===== src/rtl/run_ctrl_pkg.sv =====
// Shared types for the run/step controller: mode and state encodings.
// Default widths live here so the top and the bench agree on them.
package run_ctrl_pkg;

   localparam int CNT_W_DEF      = 32;
   localparam int DIV_W_DEF      = 8;
   localparam int PC_W_DEF       = 32;
   localparam int RST_CYCLES_DEF = 2;

   typedef enum logic [1:0] {
      MODE_HALT  = 2'd0,
      MODE_FREE  = 2'd1,
      MODE_STEP  = 2'd2,
      MODE_BURST = 2'd3
   } mode_e;

   typedef enum logic [2:0] {
      S_RST_HOLD = 3'd0,
      S_IDLE     = 3'd1,
      S_RUN      = 3'd2,
      S_BURST    = 3'd3,
      S_BREAK    = 3'd4
   } state_e;

endpackage


===== src/rtl/run_prescaler.sv =====
// Enable prescaler: ticks once every div_i+1 enabled cycles.
// Held at zero while cleared so the first tick after entry is deterministic.
module run_prescaler #(
   parameter int DIV_W = 8
) (
   input  logic             clk,
   input  logic             rst,
   input  logic             clr_i,
   input  logic             en_i,
   input  logic [DIV_W-1:0] div_i,
   output logic             tick_o
);

   logic [DIV_W-1:0] cnt_q;

   // >= keeps the divider from running a full wrap if div_i shrinks mid-run
   assign tick_o = en_i && (cnt_q >= div_i);

   always_ff @(posedge clk or negedge rst) begin
      if (!rst) begin
         cnt_q <= '0;
      end else if (clr_i || tick_o) begin
         cnt_q <= '0;
      end else if (en_i) begin
         cnt_q <= cnt_q + 1'b1;
      end
   end

endmodule


===== src/rtl/cpu_run_ctrl.sv =====
// Run/step sequencer driving the core reset and one-cycle clock enable.
// Define RUN_CTRL_BKPT_EN to build the PC breakpoint and BREAK state.
import run_ctrl_pkg::*;

module cpu_run_ctrl #(
   parameter int CNT_W      = CNT_W_DEF,
   parameter int DIV_W      = DIV_W_DEF,
   parameter int PC_W       = PC_W_DEF,
   parameter int RST_CYCLES = RST_CYCLES_DEF
) (
   input  logic             clk,
   input  logic             rst,
   input  logic [1:0]       mode_i,
   input  logic             start_i,
   input  logic             step_i,
   input  logic             sw_rst_i,
   input  logic [CNT_W-1:0] burst_len_i,
   input  logic [DIV_W-1:0] div_i,
   input  logic [PC_W-1:0]  pc_i,
   input  logic [PC_W-1:0]  bkpt_pc_i,
   input  logic             bkpt_en_i,
   output logic             cpu_rst_o,
   output logic             cpu_ce_o,
   output logic [CNT_W-1:0] cycle_cnt_o,
   output logic             busy_o,
   output logic             done_o,
   output logic             bkpt_hit_o
);

   localparam int HW = (RST_CYCLES > 1) ? $clog2(RST_CYCLES) : 1;

   state_e           state_q, state_n;
   mode_e            mode;
   logic [HW-1:0]    hold_q, hold_n;
   logic [CNT_W-1:0] rem_q, rem_n;
   logic [CNT_W-1:0] cnt_q;
   logic             ce_q, ce_n;
   logic             done_q, done_n;
   logic             start_q, step_q;
   logic             start_edge, step_edge;
   logic             step_fire_q, step_fire_n;
   logic             pre_en, tick;

`ifdef RUN_CTRL_BKPT_EN
   logic ret_burst_q, ret_burst_n;
   logic skip_q, skip_n;
   logic bkpt_match;
   assign bkpt_match = bkpt_en_i && (pc_i == bkpt_pc_i) && !skip_q;
`else
   logic unused_bkpt;
   assign unused_bkpt = ^{pc_i, bkpt_pc_i, bkpt_en_i};
`endif

   assign mode       = mode_e'(mode_i);
   assign start_edge = start_i & ~start_q;
   assign step_edge  = step_i & ~step_q;
   assign pre_en     = (state_q == S_RUN) || (state_q == S_BURST);

   run_prescaler #(
      .DIV_W (DIV_W)
   ) u_pre (
      .clk    (clk),
      .rst    (rst),
      .clr_i  (!pre_en),
      .en_i   (pre_en),
      .div_i  (div_i),
      .tick_o (tick)
   );

   always_comb begin
      state_n     = state_q;
      hold_n      = hold_q;
      rem_n       = rem_q;
      ce_n        = 1'b0;
      done_n      = 1'b0;
      step_fire_n = 1'b0;
`ifdef RUN_CTRL_BKPT_EN
      ret_burst_n = ret_burst_q;
      skip_n      = skip_q;
`endif
      if (sw_rst_i) begin
         state_n = S_RST_HOLD;
         hold_n  = '0;
         rem_n   = '0;
      end else begin
         unique case (state_q)
            S_RST_HOLD: begin
               if (hold_q == HW'(RST_CYCLES - 1)) begin
                  state_n = S_IDLE;
                  hold_n  = '0;
               end else begin
                  hold_n = hold_q + 1'b1;
               end
            end
            S_IDLE: begin
               // step edge was registered last cycle; fire its enable now
               ce_n = step_fire_q;
               if (mode == MODE_FREE && start_edge) begin
                  state_n = S_RUN;
               end else if (mode == MODE_BURST && start_edge) begin
                  if (burst_len_i == '0) begin
                     done_n = 1'b1;
                  end else begin
                     rem_n   = burst_len_i;
                     state_n = S_BURST;
                  end
               end else if (mode == MODE_STEP && step_edge) begin
                  step_fire_n = 1'b1;
               end
            end
            S_RUN: begin
               if (mode != MODE_FREE) begin
                  state_n = S_IDLE;
               end else if (tick) begin
`ifdef RUN_CTRL_BKPT_EN
                  if (bkpt_match) begin
                     state_n     = S_BREAK;
                     ret_burst_n = 1'b0;
                  end else begin
                     ce_n   = 1'b1;
                     skip_n = 1'b0;
                  end
`else
                  ce_n = 1'b1;
`endif
               end
            end
            S_BURST: begin
               if (mode != MODE_BURST) begin
                  state_n = S_IDLE;
               end else if (tick) begin
`ifdef RUN_CTRL_BKPT_EN
                  if (bkpt_match) begin
                     state_n     = S_BREAK;
                     ret_burst_n = 1'b1;
                  end else begin
                     skip_n = 1'b0;
`endif
                     ce_n  = 1'b1;
                     rem_n = rem_q - 1'b1;
                     if (rem_q == CNT_W'(1)) begin
                        state_n = S_IDLE;
                        done_n  = 1'b1;
                     end
`ifdef RUN_CTRL_BKPT_EN
                  end
`endif
               end
            end
`ifdef RUN_CTRL_BKPT_EN
            S_BREAK: begin
               if (start_edge) begin
                  state_n = ret_burst_q ? S_BURST : S_RUN;
                  skip_n  = 1'b1;
               end
            end
`endif
            default: begin
               state_n = S_RST_HOLD;
               hold_n  = '0;
            end
         endcase
      end
   end

   always_ff @(posedge clk or negedge rst) begin
      if (!rst) begin
         state_q     <= S_RST_HOLD;
         hold_q      <= '0;
         rem_q       <= '0;
         cnt_q       <= '0;
         ce_q        <= 1'b0;
         done_q      <= 1'b0;
         start_q     <= 1'b0;
         step_q      <= 1'b0;
         step_fire_q <= 1'b0;
      end else begin
         state_q     <= state_n;
         hold_q      <= hold_n;
         rem_q       <= rem_n;
         ce_q        <= ce_n;
         done_q      <= done_n;
         start_q     <= start_i;
         step_q      <= step_i;
         step_fire_q <= step_fire_n;
         if (sw_rst_i || state_q == S_RST_HOLD) begin
            cnt_q <= '0;
         end else if (ce_n && cnt_q != '1) begin
            cnt_q <= cnt_q + 1'b1;
         end
      end
   end

`ifdef RUN_CTRL_BKPT_EN
   always_ff @(posedge clk or negedge rst) begin
      if (!rst) begin
         ret_burst_q <= 1'b0;
         skip_q      <= 1'b0;
      end else begin
         ret_burst_q <= ret_burst_n;
         skip_q      <= skip_n;
      end
   end
   assign bkpt_hit_o = (state_q == S_BREAK);
`else
   assign bkpt_hit_o = 1'b0;
`endif

   assign cpu_rst_o   = (state_q == S_RST_HOLD);
   assign cpu_ce_o    = ce_q;
   assign cycle_cnt_o = cnt_q;
   assign busy_o      = pre_en;
   assign done_o      = done_q;

endmodule


===== config.mk =====
export PLATFORM = sky130hd
export DESIGN_NAME = cpu_run_ctrl
export DESIGN_NICKNAME = d
export VERILOG_FILES = /design/src/rtl/run_ctrl_pkg.sv /design/src/rtl/run_prescaler.sv /design/src/rtl/cpu_run_ctrl.sv
export SDC_FILE = /design/constraint.sdc
export NUM_CORES = 1
export LEC_CHECK = 0
export ABC_AREA = 1
export BUFFER_PORTS_ARGS = -buffer_cell sky130_fd_sc_hd__buf_2
export CAP_MARGIN = 10
export CORE_MARGIN = 2
export CORE_UTILIZATION = 50
export DETAILED_ROUTE_END_ITERATION = 7
export GPL_TIMING_DRIVEN = 1
export PLACE_DENSITY = 0.79
export SKIP_LAST_GASP = 1
export SLEW_MARGIN = 30
export SYNTH_ARGS = -nofsm -noshare
export SYNTH_HDL_FRONTEND = slang
export SYNTH_SLANG_ARGS = --single-unit

===== constraint.sdc =====
create_clock -name clk -period 2.3 [get_ports clk]
set_clock_uncertainty 0.2 [all_clocks]
set_input_delay 0.345 -clock clk [delete_from_list [all_inputs] [get_ports clk]]
set_output_delay 0.345 -clock clk [all_outputs]
set_load 0.01 [all_outputs]

Word-level counts from Yosys, hierarchy flattened
Cells that the tools add are included.
- bits in registers: 81
- logic and storage cells: 100
- bitwise operators: 4
- magnitude comparators: 1
- equality and inequality tests: 22
- $add $sub $neg: 4
- reductions and logical operators: 17
- muxes and demuxes: 42
- operators with widths (cell ; number):
    32-bit 2-to-1 mux ; 8
    32-bit one-hot mux with 2 select lines ; 1
    32-bit by 1-bit adder with 32-bit output, second input constant ; 1
    32-bit by 1-bit == test with 1-bit output, second input constant ; 1
    32-bit logical NOT ; 1
    32-bit inequality test, second input constant ; 1
    32-bit by 1-bit subtractor with 32-bit output, second input constant ; 1
    3-bit 2-to-1 mux ; 9
    1-bit 2-to-1 mux ; 18
    8-bit 2-to-1 mux ; 2
    3-bit inequality test, second input constant ; 4
    3-bit one-hot mux with 4 select lines ; 1
    6-bit AND reduction ; 2
    3-bit by 2-bit inequality test with 1-bit output, second input constant ; 3
    8-bit by 1-bit adder with 8-bit output, second input constant ; 1
    8-bit greater-or-equal comparator ; 1
    4-bit by 2-bit inequality test with 1-bit output, second input constant ; 2
    4-bit inequality test, second input constant ; 2
    3-bit by 2-bit == test with 1-bit output, second input constant ; 2
    1-bit logical AND ; 5
    2-bit == test, second input constant ; 2
    2-bit by 1-bit inequality test with 1-bit output, second input constant ; 2
    1-bit one-hot mux with 2 select lines ; 2
    2-bit nonzero test ; 2
    12 further kinds ; 16

Depth between registers and ports, before layout
Gate-level depths: netlist of the first run.
- word-level depth: 10
- mapped depth: 16
- mapped depth without buffers: 15

By module
Synthesis of the first run repeated with hierarchy kept, for this count alone.
- cells, all modules: 974
- area, all modules: 5987.0 sq um
- modules (own cells, without submodules) (module ; instances ; cells an instance ; area an instance (sq um)):
    cpu_run_ctrl ; 1 ; 884 ; 5346.4
    run_prescaler ; 1 ; 90 ; 640.6

Worst setup path before layout of the first run
OpenSTA, ideal clock, no wires.
- path type: reg2reg
- from: reg u_pre.cnt_q[3]
- to: reg rem_q[16]
- path slack: 0.306 ns
- arrival: 1.673 ns
- cell stages (with the launch flop): 15
- buffers on the path: 2
- setup time: 0.122 ns
- cells stage by stage: dfrtp_1 -> ha_1 -> nand2_1 -> nor2_1 -> nor2_1 -> nand2_1 -> nand2_1 -> nand2_1 -> nand2_1 -> nand2_1 -> nand2_1 -> buf_4 -> buf_4 -> nand2_1 -> o21ai_1
- cells in the longest elaborated chain, start to end: 4
- ends and longest elaborated chain (what ; RTL line ; text):
    start: declaration ; run_prescaler.sv:14 ; logic [DIV_W-1:0] cnt_q;
    start signal: assignment ; run_prescaler.sv:25 ; cnt_q <= cnt_q + 1'b1;
    8-bit greater-or-equal comparator ; run_prescaler.sv:17 ; assign tick_o = en_i && (cnt_q >= div_i);
    1-bit logical AND ; run_prescaler.sv:17 ;
    3-bit by 2-bit inequality test with 1-bit output (no line) ; - ;
    6-bit AND reduction (no line) ; - ;
    end signal: assignment ; cpu_run_ctrl.sv:180 ; rem_q <= rem_n;
    end: declaration ; cpu_run_ctrl.sv:35 ; logic [CNT_W-1:0] rem_q, rem_n;
No other way between the ends.
A chain may end at the register's enable or synchronous reset.

Worst setup path after layout of the first run
- from: reg cnt_q[1], in the netlist cycle_cnt_o[1]
- to: reg cnt_q[10], in the netlist cycle_cnt_o[10]
- cells in the longest elaborated chain, start to end: 3
- elaborated cells on any way between the ends: 6
- classes of those cells: add/sub (1); eq/ne (1); mux (2); reduce/logical (2)
- ends and longest elaborated chain (what ; RTL line ; text):
    start: declaration ; cpu_run_ctrl.sv:36 ; logic [CNT_W-1:0] cnt_q;
    start signal: assignment ; cpu_run_ctrl.sv:189 ; cnt_q <= cnt_q + 1'b1;
    32-bit by 1-bit adder with 32-bit output or 32-bit inequality test (tied branches) ; cpu_run_ctrl.sv:189, cpu_run_ctrl.sv:188 ;
    32-bit 2-to-1 mux or 1-bit logical AND (tied branches) ; cpu_run_ctrl.sv:188 ; end else if (ce_n && cnt_q != '1) begin
    32-bit 2-to-1 mux or 2-bit nonzero test (tied branches) ; - ;
Parallel ways exist; a longest one is shown, timed or not. The select of a mux whose other input is x is not followed.

==> results of run 1 <==
[through the flow]
| step | hold WS [ns] | std cells |
|---|---|---|
| floorplan | -0.151 | 919 |
| global placement | 0.160 | 1136 |
| detailed placement | 0.163 | 1136 |
| CTS | 0.0572 | 1156 |
| global route | 0.0927 | 1174 |
| finish | 0.0713 | 1174 |
[worst min-delay path, cell delays in order]
cell and delay, ns:
buf_2 0.12, nand3_1 0.08, nor3_1 0.04
[area by class of cell]
cell class,instances,area (µm²)
clock inverter,2,35.0
inverter,55,209
clock buffer,14,284
timing repair buffer,120,858
sequential,80,2000
fill,1062,4190
multi-input combinational,760,3610
tap,143,179
[report_power, final]
group | switching [W] | internal, W | total [W]
clock | 0.000582 | 0.000958 | 0.00154
combinational | 0.00133 | 0.000624 | 0.00195
sequential | 0.000230 | 0.00159 | 0.00182
total | 0.00214 | 0.00318 | 0.00532
[cell families (layout without fill, tap and decap cells)]
| group | count (synthesis) | after routing |
|---|---|---|
| xor gates and xnor gates | 35 | 35 |
| and+or+nand+nor | 662 | 664 |
| adders and majority gates | 12 | 12 |
| DFF | 80 | 80 |
| buffers and inverters | 81 | 191 |
| other | 1 | 1 |
| AOI/OAI and AO/OA | 48 | 48 |
[cells in the final DEF, fill, tap and decap left out, types with 6 or more instances in the layout]
cell,n
a21oi_1,16
buf_12,6
buf_2,81
buf_4,21
clkbuf_16,12
dfrtp_1,80
ha_1,12
inv_1,49
nand2_1,319
nand2_2,22
nand3_1,61
nand3_2,11
nand4_1,9
nor2_1,200
nor3_1,16
o21ai_0,18
o21ai_1,7
xnor2_1,18
xor2_1,17
[registers in the layout, summed over array words and instances (netlist names)]
signal	flops
cycle_cnt_o	32
rem_q	32
u_pre.cnt_q	8
state_q	2
cpu_ce_o	1
done_o	1
hold_q	1
start_q	1
step_fire_q	1
step_q	1
[how the worst min path moves through the flow]
| stage | start | slack (ns) | cells past startpoint | to |
|---|---|---|---|---|
| final | mode_i[1] | 0.07 | 3 | step_fire_q$_DFF_PN0_ |
| after global routing | mode_i[1] | 0.09 | 3 | step_fire_q$_DFF_PN0_ |
| after CTS | mode_i[1] | 0.06 | 3 | step_fire_q$_DFF_PN0_ |
| after detailed placement | rst | 0.16 | 1 | rem_q[17]$_DFFE_PN0P_ |
| after global placement | rst | 0.16 | 1 | rem_q[17]$_DFFE_PN0P_ |
| after floorplan | rst | -0.15 | 0 | cpu_ce_o$_DFF_PN0_ |
[per-layer routing]
layer | global-route usage | up-vias
met5 | 0 | -
met4 | 0.0798 | 0
met3 | 0.0523 | 26
met2 | 0.411 | 237
met1 | 0.360 | 2809
li1 | - | 3097
[what timing repair did]
action                                  in CTS  in global routing
resized for setup                            0                 50
endpoints found under the setup margin       0                 63
hold endpoints to repair                    42                  0
buffers inserted                             0                 12
hold buffers                                 4                  0
==> impl_metrics.py, run 1 <==
metrics = {
    "route": {
        "via_per_inst": 5.25,
        "highest_layer": "met4",
        "route.met3.wl_mm": 1.07,
        "wl_mm": 16.3,
        "avgRoutedWirePerCell_um": 13.9,
        "drt_first_iter_violations": 643,
        "wl_met2_mm": 7.44,
        "vias": 6169,
        "drc_errors": 0,
        "antenna_left": 0,
        "firstDrtPassIters": 5,
        "met1_length_mm": 7.47,
    },
    "clock_network": {
        "clockBufferDepth": 2,
        "cts.sinks": 80,
        "cts_tree": "done",
        "cts_root_buffer": "clkbuf_16",
        "clkTransAtPathRegs_ns": 0.06,
        "cts-buffers-inserted": 9,
        "clk_latency_ns": 0.35,
        "h-tree-depth": 3,
    },
    "place": {
        "dpl_cell_area_mm2": 0.00640,
        "dp_hpwl_mm": 11.3,
        "port_buffers": 82,
        "dp_slack_ns": -0.000193,
        "gp_congestion": 0.942,
    },
    "grt": {
        "track_usage": 0.259,
        "gr-total-overflow": 0,
        "antenna_found_initial": 0,
        "grt_pass1_vias": 5597,
        "grt_pass1_wl_mm": 26.6,
        "grt_max_degree": 42,
    },
    "setup_path": {
        "critical_path_arrival_ns": 2.27,
        "crit_start": "cycle_cnt_o[1]$_DFFE_PN0P_",
        "worst-path-max-fanout": 7,
        "startpoint_type": "register",
        "cp_common_cell": "nand2_2",
        "reg2regPathDepth": 13,
        "reg2reg_slack_ns": 0.06,
        "critPathMaxStageDelay_ns": 0.43,
        "worstReg2RegStart": "cycle_cnt_o[1]$_DFFE_PN0P_",
        "slowest_stage": "dfrtp_1",
        "crit_type": "register to register",
        "cpLargestDelayFamily": "simple AND/OR/NAND/NOR gates",
        "timing.critical_path.buf_inv": 3,
        "crit_cells": 13,
        "end_kind": "register",
        "required_ns": 2.34,
        "timing.rr.end": "cycle_cnt_o[10]$_DFFE_PN0P_",
        "path_cells": "ha_1, nand2_1, inv_1, nand2_2, inv_2, nand2_2, nor2_4, nand2_4, nand3_4, buf_8, nand2_8, nand2_2, nand2_1",
        "endpoint": "cycle_cnt_o[10]$_DFFE_PN0P_",
    },
    "timing": {
        "drv_slew": 0,
        "fin_crit_sh": 0.972,
        "final.min_clock_period_ns": 2.24,
        "worstMarginPinSlew_ns": 0.540,
        "fin_setup_tns_ns": 0,
        "relSlewSlack": 0.640,
        "max_freq_ghz": 0.447,
        "setup_ws_ns": 0.0641,
        "rsz0062_at_grt": "true",
        "hold_viol_final": 0,
        "finalSetupViolCount": 0,
    },
    "logic_synthesis": {
        "synth-compound-area-share": 0.0434,
        "syn-cell-area_mm2": 0.00580,
        "synth-adder-area-share": 0.0259,
        "synth-seq-cells": 80,
        "synth_top_family_by_area": "simple AND/OR/NAND/NOR gates",
        "synth_ff_type": "dfrtp_1",
        "yosysSeqAreaShare": 0.345,
        "synth.yosys.warnings": 0,
        "synth_area_leaders": "dfrtp_1 35%, nand2_1 22%, nor2_1 13%, nand3_1 6.2%, inv_1 3.2%",
        "syn_nets": 1043,
        "synth.top_cells.by_count": "340 x nand2_1, 201 x nor2_1, 80 x dfrtp_1",
        "synth-xor-area-share": 0.0529,
        "synthArstFlopShare": 1.00,
        "synth_most_common_cell": "nand2_1",
        "synth_area_leader_cell": "dfrtp_1",
        "synth-edff-count": 0,
        "syn_inst": 919,
        "synthSimpleGateAreaFrac": 0.470,
        "muxShareOfSynthArea": 0,
        "syn_avg_cell_area_um2": 6.31,
        "synth.distinct_cells": 34,
        "synth_top_area_share": 0.345,
    },
    "pwr": {
        "total_power_w": 0.00532,
        "ir_worst_vdd_mv": 0.591,
        "p_leak_nw": 3.58,
        "p_per_area_mw_per_mm2": 741,
    },
    "die": {
        "start_util": 0.510,
        "core_mm2": 0.0114,
        "std_cell_rows": 39,
        "dieWidth_um": 112,
        "io_pins": 149,
        "dieArea_mm2": 0.0125,
        "die_height_um": 112,
    },
    "layout": {
        "finalInstanceArea_mm2": 0.00718,
        "diodes": 0,
        "final_util": 0.631,
        "area_growth_pct": 23.8,
        "nets": 1150,
        "drive_above_1_share": 0.183,
    },
    "run_status": {
        "outcome": "complete, no violations",
    },
    "run": {
        "maxCapViolCount": 0,
    },
    "hold_path": {
        "hp-class": "input pin to register",
    },
}
(Power assumes the default switching activity.)
==> inputs of run 2 (changes only) <==
--- a/config.mk
+++ b/config.mk
@@ -9,10 +9,10 @@
 export BUFFER_PORTS_ARGS = -buffer_cell sky130_fd_sc_hd__buf_2
 export CAP_MARGIN = 10
 export CORE_MARGIN = 2
-export CORE_UTILIZATION = 50
+export CORE_UTILIZATION = 35
 export DETAILED_ROUTE_END_ITERATION = 7
 export GPL_TIMING_DRIVEN = 1
-export PLACE_DENSITY = 0.79
+export PLACE_DENSITY = 0.6
 export SKIP_LAST_GASP = 1
 export SLEW_MARGIN = 30
 export SYNTH_ARGS = -nofsm -noshare
==> constraint.sdc (replaced) <==
create_clock -name clk -period 2.15 [get_ports clk]
set_clock_uncertainty 0.2 [all_clocks]
set_input_delay 0.3225 -clock clk [delete_from_list [all_inputs] [get_ports clk]]
set_output_delay 0.3225 -clock clk [all_outputs]
set_load 0.01 [all_outputs]
==> impl_metrics.py, run 2 (same netlist as run 1, synthesis figures left out) <==
metrics = {
    "place": {
        "dp_slack_ns": -0.128,
        "port_buffers": 82,
        "gp_congestion": 0.900,
        "dpl_cell_area_mm2": 0.00663,
        "dp_hpwl_mm": 12.2,
    },
    "setup_path": {
        "cp_common_cell": "nand2_2",
        "slowest_stage": "dfrtp_1",
        "reg2regPathDepth": 14,
        "crit_type": "register to register",
        "startpoint_type": "register",
        "worst-path-max-fanout": 9,
        "required_ns": 2.19,
        "reg2reg_slack_ns": 0.02,
        "cpLargestDelayFamily": "simple AND/OR/NAND/NOR gates",
        "worstReg2RegStart": "u_pre.cnt_q[3]$_DFFE_PN0P_",
        "critPathMaxStageDelay_ns": 0.40,
        "timing.rr.end": "cycle_cnt_o[9]$_DFFE_PN0P_",
        "critical_path_arrival_ns": 2.16,
        "path_cells": "ha_4, nand2_2, nor2_1, nor2_1, nand2_1, nand2_2, nand2_2, buf_6, nand2_4, nand2_4, nand3_4, clkbuf_16, nand3_1, nand2_1",
        "end_kind": "register",
        "timing.critical_path.buf_inv": 2,
    },
    "die": {
        "core_mm2": 0.0164,
        "die_height_um": 133,
        "start_util": 0.353,
        "dieArea_mm2": 0.0176,
        "dieWidth_um": 133,
        "io_pins": 149,
        "std_cell_rows": 47,
    },
    "timing": {
        "drv_slew": 0,
        "whs_ns": 0.0500,
        "fin_setup_tns_ns": 0,
        "finalSetupViolCount": 0,
        "final.min_clock_period_ns": 2.13,
        "hold_viol_final": 0,
        "fin_crit_sh": 0.989,
        "setup_ws_ns": 0.0229,
        "rsz0062_at_grt": "true",
        "max_freq_ghz": 0.470,
    },
    "grt": {
        "grt_pass1_wl_mm": 28.2,
        "grt_pass1_vias": 5783,
        "track_usage": 0.196,
        "antenna_found_initial": 0,
        "grt_max_degree": 51,
        "gr-total-overflow": 0,
    },
    "route": {
        "highest_layer": "met4",
        "avgRoutedWirePerCell_um": 13.0,
        "met1_length_mm": 8.00,
        "via_per_inst": 4.81,
        "drt_first_iter_violations": 385,
        "vias": 6016,
        "antenna_left": 0,
        "wl_met2_mm": 7.17,
        "firstDrtPassIters": 4,
        "wl_mm": 16.3,
        "route.met3.wl_um": 696,
        "drc_errors": 0,
    },
    "hold_path": {
        "hp-class": "input pin to register",
        "holdPathEnd": "step_fire_q$_DFF_PN0_",
        "hp-start": "mode_i[1]",
        "min_path_cells": 3,
    },
    "run_status": {
        "outcome": "complete, no violations",
    },
    "clock_network": {
        "h-tree-depth": 3,
        "cts_tree": "done",
        "clk_latency_ns": 0.35,
        "clkTransAtPathRegs_ns": 0.06,
        "cts.sinks": 80,
        "clockBufferDepth": 2,
        "cts-buffers-inserted": 9,
        "cts_root_buffer": "clkbuf_16",
    },
    "layout": {
        "diodes": 0,
        "layout_common_cells": "335 x nand2_1, 194 x nor2_1, 81 x buf_2",
        "layout_commonest_cell": "nand2_1",
        "drive_above_1_share": 0.168,
        "area_growth_pct": 23.5,
        "fillers": 1730,
        "nets": 1151,
        "finalInstanceArea_mm2": 0.00716,
    },
    "run": {
        "maxCapViolCount": 0,
    },
    "pwr": {
        "ir_worst_vdd_mv": 0.426,
        "p_leak_nw": 3.54,
        "p_per_area_mw_per_mm2": 779,
    },
}
## run 2: metrics by stage
step	std cells	power, W	util
after global routing	1252	0.00605	0.436
after CTS	1248	0.00560	0.427
after floorplan	919	0.00334	-
after global placement	1228	0.00395	0.404
final	1252	0.00557	0.436
after detailed placement	1228	0.00396	0.404
## run 2: how the worst max path moves through the flow
| stage | endpoint | startpoint | slack [ns] | cells after the start |
|---|---|---|---|---|
| 2_1_floorplan | rem_q[16]$_DFFE_PN0P_ | u_pre.cnt_q[3]$_DFFE_PN0P_ | 0.16 | 14 |
| 3_3_place_gp | cycle_cnt_o[22]$_DFFE_PN0P_ | div_i[7] | -0.1 | 13 |
| 3_5_place_dp | cycle_cnt_o[22]$_DFFE_PN0P_ | div_i[5] | -0.13 | 14 |
| 4_1_cts | cycle_cnt_o[22]$_DFFE_PN0P_ | u_pre.cnt_q[5]$_DFFE_PN0P_ | -0.03 | 12 |
| 5_1_grt | cycle_cnt_o[31]$_DFFE_PN0P_ | u_pre.cnt_q[3]$_DFFE_PN0P_ | -0.14 | 14 |
| 6_report | cycle_cnt_o[9]$_DFFE_PN0P_ | u_pre.cnt_q[3]$_DFFE_PN0P_ | 0.02 | 14 |
## run 2: layer usage
metal / up-vias / global-route usage
li1: 3108 / -
met1: 2750 / 0.280
met2: 133 / 0.300
met3: 25 / 0.0226
met4: 0 / 0.0830
met5: - / 0
## run 2: area by class of cell
cell class / instances / area, µm² / share of cell area
multi-input combinational: 758 / 3530 / 0.493
tap: 220 / 275 / 0.0385
clock inverter: 3 / 40.0 / 0.00559
clock buffer: 13 / 260 / 0.0364
sequential: 80 / 2000 / 0.280
timing repair buffer: 123 / 843 / 0.118
inverter: 55 / 206 / 0.0288
## run 2: power by group
group	leakage [nW]	internal, W	total, W	switching (W)
sequential	1.08	0.00170	0.00195	0.000246
clock	0.150	0.000960	0.00158	0.000623
combinational	2.31	0.000687	0.00204	0.00135
## run 2: worst register-to-register path: stages (launching register included)
cell and delay (ns):
dfrtp_1 0.40, ha_4 0.28, nand2_2 0.05, nor2_1 0.09
nor2_1 0.04, nand2_1 0.08, nand2_2 0.06, nand2_2 0.08
buf_6 0.11, nand2_4 0.05, nand2_4 0.06, nand3_4 0.17
clkbuf_16 0.23, nand3_1 0.06, nand2_1 0.06
## run 2: timing repair
action	CTS	global route
hold buffers	4	0
buffers inserted	0	2
gates cloned	0	2
pin swaps	0	3
endpoints found under the setup margin	34	65
endpoints found under the hold margin	33	0
resized for setup	7	19
